**src/rtl/inst_loader.sv**
```systemverilog
// Byte-stream instruction loader: packs byte pairs into 9-bit words and writes them
// sequentially into instruction storage, stopping on halt word, full memory or framing error.
`timescale 1ns/1ps
module inst_loader #(
    parameter int unsigned   AW        = 11,
    parameter int unsigned   DW        = 9,
    parameter logic [DW-1:0] HALT_WORD = 9'h1FF
) (
    input  logic          Clk,
    input  logic          Reset_n,
    input  logic          Start,
    input  logic [7:0]    ByteIn,
    input  logic          ByteValid,
    output logic          ByteReady,
    output logic          WrEn,
    output logic [AW-1:0] WrAddr,
    output logic [DW-1:0] WrData,
    output logic          Loading,
    output logic          Done,
    output logic          Error,
    output logic          Full,
    output logic [AW:0]   WordCount
);

    typedef enum logic [2:0] {StIdle, StLo, StHi, StWrite, StDone} state_e;

    state_e        state_q, state_d;
    logic [AW-1:0] addr_q, addr_d;
    logic [DW-1:0] word_q, word_d;
    logic [AW:0]   count_q, count_d;
    logic          error_q, error_d;
    logic          full_q, full_d;

    always_ff @(posedge Clk or negedge Reset_n) begin
        if (!Reset_n) begin
            state_q <= StIdle;
            addr_q  <= '0;
            word_q  <= '0;
            count_q <= '0;
            error_q <= 1'b0;
            full_q  <= 1'b0;
        end else begin
            state_q <= state_d;
            addr_q  <= addr_d;
            word_q  <= word_d;
            count_q <= count_d;
            error_q <= error_d;
            full_q  <= full_d;
        end
    end

    always_comb begin
        state_d   = state_q;
        addr_d    = addr_q;
        word_d    = word_q;
        count_d   = count_q;
        error_d   = error_q;
        full_d    = full_q;
        ByteReady = 1'b0;
        WrEn      = 1'b0;
        Loading   = 1'b0;
        Done      = 1'b0;

        case (state_q)
            StIdle: begin
                if (Start) begin
                    state_d = StLo;
                    addr_d  = '0;
                    count_d = '0;
                    error_d = 1'b0;
                    full_d  = 1'b0;
                end
            end
            StLo: begin
                ByteReady = 1'b1;
                Loading   = 1'b1;
                if (ByteValid) begin
                    word_d  = DW'(ByteIn);
                    state_d = StHi;
                end
            end
            StHi: begin
                ByteReady = 1'b1;
                Loading   = 1'b1;
                if (ByteValid) begin
                    // Only bit 0 of the high byte is meaningful; anything else is a framing error
                    if (|ByteIn[7:1]) begin
                        error_d = 1'b1;
                        state_d = StDone;
                    end else begin
                        word_d[8] = ByteIn[0];
                        state_d   = StWrite;
                    end
                end
            end
            StWrite: begin
                WrEn    = 1'b1;
                Loading = 1'b1;
                count_d = count_q + 1'b1;
                if (word_q == HALT_WORD) begin
                    state_d = StDone;
                end else if (addr_q == '1) begin
                    full_d  = 1'b1;
                    state_d = StDone;
                end else begin
                    addr_d  = addr_q + 1'b1;
                    state_d = StLo;
                end
            end
            StDone: begin
                Done = 1'b1;
                if (Start) begin
                    state_d = StLo;
                    addr_d  = '0;
                    count_d = '0;
                    error_d = 1'b0;
                    full_d  = 1'b0;
                end
            end
            default: state_d = StIdle;
        endcase
    end

    assign WrAddr    = addr_q;
    assign WrData    = word_q;
    assign Error     = error_q;
    assign Full      = full_q;
    assign WordCount = count_q;

endmodule

```
**config.mk**
```make
export PLATFORM = sky130hd
export DESIGN_NAME = inst_loader
export DESIGN_NICKNAME = d
export VERILOG_FILES = /design/src/rtl/inst_loader.sv
export SDC_FILE = /design/constraint.sdc
export NUM_CORES = 1
export LEC_CHECK = 0
export ABC_AREA = 1
export BUFFER_PORTS_ARGS = -buffer_cell sky130_fd_sc_hd__buf_2
export CAP_MARGIN = 0
export CORE_MARGIN = 5
export CORE_UTILIZATION = 30
export DETAILED_ROUTE_END_ITERATION = 8
export GPL_ROUTABILITY_DRIVEN = 0
export GPL_TIMING_DRIVEN = 0
export PLACE_DENSITY_LB_ADDON = 0.2
export SYNTH_ARGS = -nofsm -noshare
export SYNTH_HDL_FRONTEND = slang
export SYNTH_SLANG_ARGS = --single-unit
export TNS_END_PERCENT = 100
```
**constraint.sdc**
```tcl
create_clock -name Clk -period 1.8 [get_ports Clk]
set_input_delay 0.36 -clock Clk [delete_from_list [all_inputs] [get_ports Clk]]
set_output_delay 0.36 -clock Clk [all_outputs]
set_load 0.02 [all_outputs]
```
# [Word-level counts from Yosys, hierarchy flattened]
# Index checks and enable logic that the tools add are counted.
[word_totals] word_cells=66 reg_bits=37 in_bits=12
[op_classes] muxes=28 eq_ne=14 addsub=2 n_reduce_logical=15
[op_table] op="two-way mux 11 bit" count=3
[op_table] op="one-hot mux 12 bit (2 select lines)" count=1
[op_table] op="one-hot mux 11 bit (2 select lines)" count=1
[op_table] op="two-way mux 3 bit" count=6
[op_table] op="AND reduction 4 bit" count=4
[op_table] op="inequality test 2 bit, second input constant" count=7
[op_table] op="adder 12 x 1 -> 12 bit, second input constant" count=1
[op_table] op="two-way mux 12 bit" count=1
[op_table] op="one-hot mux 3 bit (4 select lines)" count=1
[op_table] op="adder 11 x 1 -> 11 bit, second input constant" count=1
[op_table] op="equality test 11 bit, second input constant" count=1
[op_table] op="two-way mux 1 bit" count=11
[op_table] op="equality test 9 bit, second input constant" count=1
[op_table] op="two-way mux 9 bit" count=1
[op_table] op="OR reduction 7 bit" count=1
[op_table] op="equality test 3 x 2 -> 1 bit, second input constant" count=2
[op_table] op="one-hot mux 1 bit (2 select lines)" count=3
[op_table] op="nonzero test 2 bit" count=3
[op_table] op="AND reduction 2 bit" count=2
[op_table] op="OR reduction 2 bit" count=2
[op_table] op="equality test 3 x 1 -> 1 bit, second input constant" count=1
[op_table] op="equality test 3 bit, second input constant" count=1
[op_table] op="logical NOT 3 bit" count=1
[op_table] op="AND reduction 3 bit" count=1
[op_table] op="2 further kinds" count=2

# [Longest topological paths before layout]
[depth] ltp_word=4 depth_mapped=10

# [Worst setup path after synthesis]
# No wires, ideal clock.
[synth_path] kind="register to register" from="reg addr_q[1] (netlist: WrAddr[1])" to="reg addr_q[4] (netlist: WrAddr[4])" path_buffers=1 setup_slack_ps=236 path_stages_with_launch=11 arrival_ps=1499 period_less_slack_ps=1564 required_time_ps=1735 setup_ps=65 cell_sequence="dfrtp_1 > ha_1 > inv_1 > nor2_4 > nand3_4 > nand2_4 > nand2_4 > nand2_2 > buf_6 > nand2_1 > nand2_1"
[synth_between] elab_chain_cells=4
[synth_lines] item="start: declaration" line="28" text="logic [AW-1:0] addr_q, addr_d;"
[synth_lines] item="start signal: assignment" line="44" text="addr_q <= addr_d;"
[synth_lines] item="adder 11 x 1 -> 11 bit" line="106" text="addr_d = addr_q + 1'b1;"
[synth_lines] item="two-way mux 11 bit" line="102" text="end else if (addr_q == '1) begin"
[synth_lines] item="two-way mux 11 bit" line="100" text="if (word_q == HALT_WORD) begin"
[synth_lines] item="one-hot mux 11 bit (2 select lines)" line="64" text="case (state_q)"
# Parallel ways exist; a longest one is shown, timed or not. The select of a mux whose other input is x is not followed.
# A chain may end at the register's enable or synchronous reset.

# [Worst setup path after layout]
[layout_path] from="reg state_q[0]" to="out Loading"
[layout_between] elab_chain_cells=3
[layout_lines] item="start: declaration" line="27" text="state_e state_q, state_d;"
[layout_lines] item="start signal: assignment" line="36" text="state_q <= StIdle;"
[layout_lines] item="start signal: assignment" line="43" text="state_q <= state_d;"
[layout_lines] item="equality test 3 x 2 -> 1 bit / equality test 3 x 1 -> 1 bit (equally long branches)" line="64"
[layout_lines] item="OR reduction 3 bit (no source line) (*)"
[layout_lines] item="two-way mux 1 bit (*)" line="64"
[layout_lines] item="end: declaration" line="18" text="output logic Loading,"
# Every way passes the cells marked *; elsewhere a longest branch is shown, timed or not.

==> impl_metrics.env <==
export IMPL_final_common_cell="nand2_1"
export IMPL_async_flop_share_pct=100
export IMPL_fin_ws_ps=49.7
export IMPL_die_x_um=94.4
export IMPL_fin_skew_ps=7.56
export IMPL_fin_util_pct=39.0
export IMPL_synth_edff_count=0
export IMPL_dieArea_um2=8910
export IMPL_synth_top_cell_by_area="dfrtp_1"
export IMPL_drtPass1Iterations=4
export IMPL_drt_iter0_drc=114
export IMPL_avgViaCountPerCell=4.51
export IMPL_synth_top_area_share_pct=43.4
export IMPL_drc_errors=0
export IMPL_start_util_pct=31.1
export IMPL_synthToLayoutAreaGrowth_pct=25.3
export IMPL_antenna_found_initial=0
export IMPL_slew_limit_headroom_pct=43.3
export IMPL_drive_gt1_share_pct=23.1
export IMPL_clk_pin_slew_worst_paths_ps=80
export IMPL_setup_tns_ps=0
export IMPL_clkSinkCount=37
export IMPL_rsz0062_at_grt="yes"
export IMPL_synth_distinct_cells=30
export IMPL_coreArea_um2=6870
export IMPL_setup_viol=0
export IMPL_cts_tree="done"
export IMPL_end_kind="output port"
export IMPL_status="complete, no violations"
export IMPL_crit_buf_inv=2
export IMPL_path_cells="nor2_4 > clkbuf_8 > nor2_1 > buf_2"
export IMPL_path_class="register to output port"
export IMPL_final_cell_mix="nand2_1 (104), buf_2 (48), dfrtp_1 (36)"
export IMPL_critPathSlowestCell="dfrtp_2"
export IMPL_power_density_nw_per_um2=1320
export IMPL_crit_fanout=10
export IMPL_place_ws_ps=55.4
export IMPL_htreeDepth=2
export IMPL_ios=50
export IMPL_synth_fp_nets=305
export IMPL_synthesis_area_um2=2140
export IMPL_vdd_drop_max_mv=0.939
export IMPL_synth_avg_cell_area_um2=7.34
export IMPL_routed_wl_mm=5.44
export IMPL_cp_top_family="flip-flops"
export IMPL_final_max_slew_violation_count=0
export IMPL_finalHoldViolCount=0
export IMPL_die_h_um=94.4
export IMPL_synth_area_top_cells="dfrtp_1 (43%), nand2_1 (18%), nor2_1 (5.6%), inv_1 (5.1%), nand3_1 (4.5%)"
export IMPL_tightest_slew_ps=851
export IMPL_fmax_mhz=571
export IMPL_grt_pass1_vias=1922
export IMPL_dp_hpwl_mm=4.06
export IMPL_max_stage_delay_ps=460
export IMPL_fin_crit_sh_pct=97.2
export IMPL_port_buffers=49
export IMPL_synth_ff_type="dfrtp_1"
export IMPL_holdBufCountCts=0
export IMPL_num_rows=30
export IMPL_grt_use_total_pct=13.1
export IMPL_clockRootBuffer="clkbuf_8"
export IMPL_rrSetupSlack_ps=150
export IMPL_synthCells=291
export IMPL_grt_max_degree=38
export IMPL_r2r_end="WrAddr[3]$_DFFE_PN0P_"
export IMPL_post_drt_wl_per_cell_um=12.2
export IMPL_vias=2013
export IMPL_arrival_ps=1390
export IMPL_synth_seq_area_share_pct=43.4
export IMPL_diodes=0
export IMPL_cts_max_path_buffers=2
export IMPL_grt_pass1_wl_mm=9.18
export IMPL_power_leakage_nw=1.38
export IMPL_hp_class="input port to async pin"
export IMPL_yosysWarningCount=0
export IMPL_crit_path_start_kind="register"
export IMPL_ant_nets=0
export IMPL_cts_buffers=5
export IMPL_required_ps=1440
export IMPL_max_cap_viol_count=0
export IMPL_register_area_um2=927
export IMPL_insertion_delay_ps=290
export IMPL_rr_worst_depth=7
export IMPL_r2r_start="state_q[0]$_DFFE_PN0P_"
export IMPL_total_power_mw=3.52
export IMPL_synth_seq_cells=37
export IMPL_multi_input_area_um2=1080
export IMPL_layout_nets=363
export IMPL_fin_crit_ps=1750
export IMPL_fill_cells=740
export IMPL_grt_overflow_total=0
-- power breakdown --
part	total (mW)	internal, mW	switching (mW)
Sequential	1.22	1.03	0.196
Combinational	1.54	0.508	1.03
Clock	0.762	0.452	0.310
Total	3.52	1.99	1.54
-- worst reg2reg max path: cells and delay by family, from the launching register on --
family | cells | cell delay [ps]
and+or+nand+nor | 5 | 760
DFF | 1 | 460
AOI/OAI and AO/OA | 1 | 250
buffers and inverters | 1 | 130
-- cells in the mapped netlist, types with 2 or more instances --
cell / instances
o21bai_1: 3
nand2_4: 2
clkbuf_1: 2
nor2_4: 3
nand3_1: 19
xor2_1: 5
ha_1: 2
nand2_2: 2
dfrtp_1: 37
nand2_1: 105
o21ai_0: 6
o21ai_1: 7
inv_2: 4
inv_1: 29
a21oi_1: 4
mux2_1: 3
nand4_1: 12
nor3_1: 3
nor2_1: 32
-- layout make-up --
cell class                 instances  area share, %
buffer                             4           1.26
clock buffer                       7           3.23
clock inverter                     1           1.12
inverter                          34           4.96
multi-input combinational        216           40.4
sequential                        37           34.6
tap                               96           4.49
timing repair buffer              51           9.91
-- timing repair --
item | in CTS | in global routing
endpoints found under the setup margin | 3 | 11
gates resized for setup | 7 | 8
buffers inserted | 0 | 2
pin swaps | 0 | 2
-- per-layer routing --
layer	GRT usage (%)	share of wire (%)	vias up
met1	17.9	47	922
met2	20.5	46	42
met4	4.33	1.3	0
li1	-	-	1042
met5	0	0	-
met3	3.11	5.7	7
-- worst max path at each step --
| stage | cells past startpoint | slack, ps | end | start |
|---|---|---|---|---|
| floorplan | 10 | 240 | WrAddr[4]$_DFFE_PN0P_ | WrAddr[1]$_DFFE_PN0P_ |
| global placement | 4 | 10 | Loading | state_q[1]$_DFFE_PN0P_ |
| detailed placement | 4 | 60 | Loading | state_q[1]$_DFFE_PN0P_ |
| CTS | 6 | 8 | ByteReady | state_q[2]$_DFFE_PN0P_ |
| global route | 4 | -30 | Loading | state_q[0]$_DFFE_PN0P_ |
| finish | 4 | 50 | Loading | state_q[0]$_DFFE_PN0P_ |
-- sequential cells by signal, indices dropped and copies added, names as in the netlist --
signal     count
WrAddr        11
Full           1
state_q        3
WrData         9
Error          1
WordCount     12
-- stage by stage --
stage                     std cells  hold WS, ps  instance area (um^2)
after floorplan                 291         64.4                  2140
after global placement          436          469                  2500
after detailed placement        436          485                  2500
after CTS                       444          206                  2640
after global routing            446          262                  2680
final                           446          167                  2680
-- logic make-up (layout without fill, tap and decap cells) --
logic type | count (synthesis) | after routing | synth area share, %
XOR/XNOR | 6 | 6 | 2.46
AND/OR/NAND/NOR | 181 | 181 | 37.4
multiplexers | 3 | 3 | 1.58
flip-flops | 37 | 37 | 43.4
adder cells (fa/ha/maj) | 2 | 2 | 1.17
AO/OA/AOI/OAI | 24 | 24 | 6.91
buffers and inverters | 38 | 97 | 7.09
(Power assumes the default switching activity.)
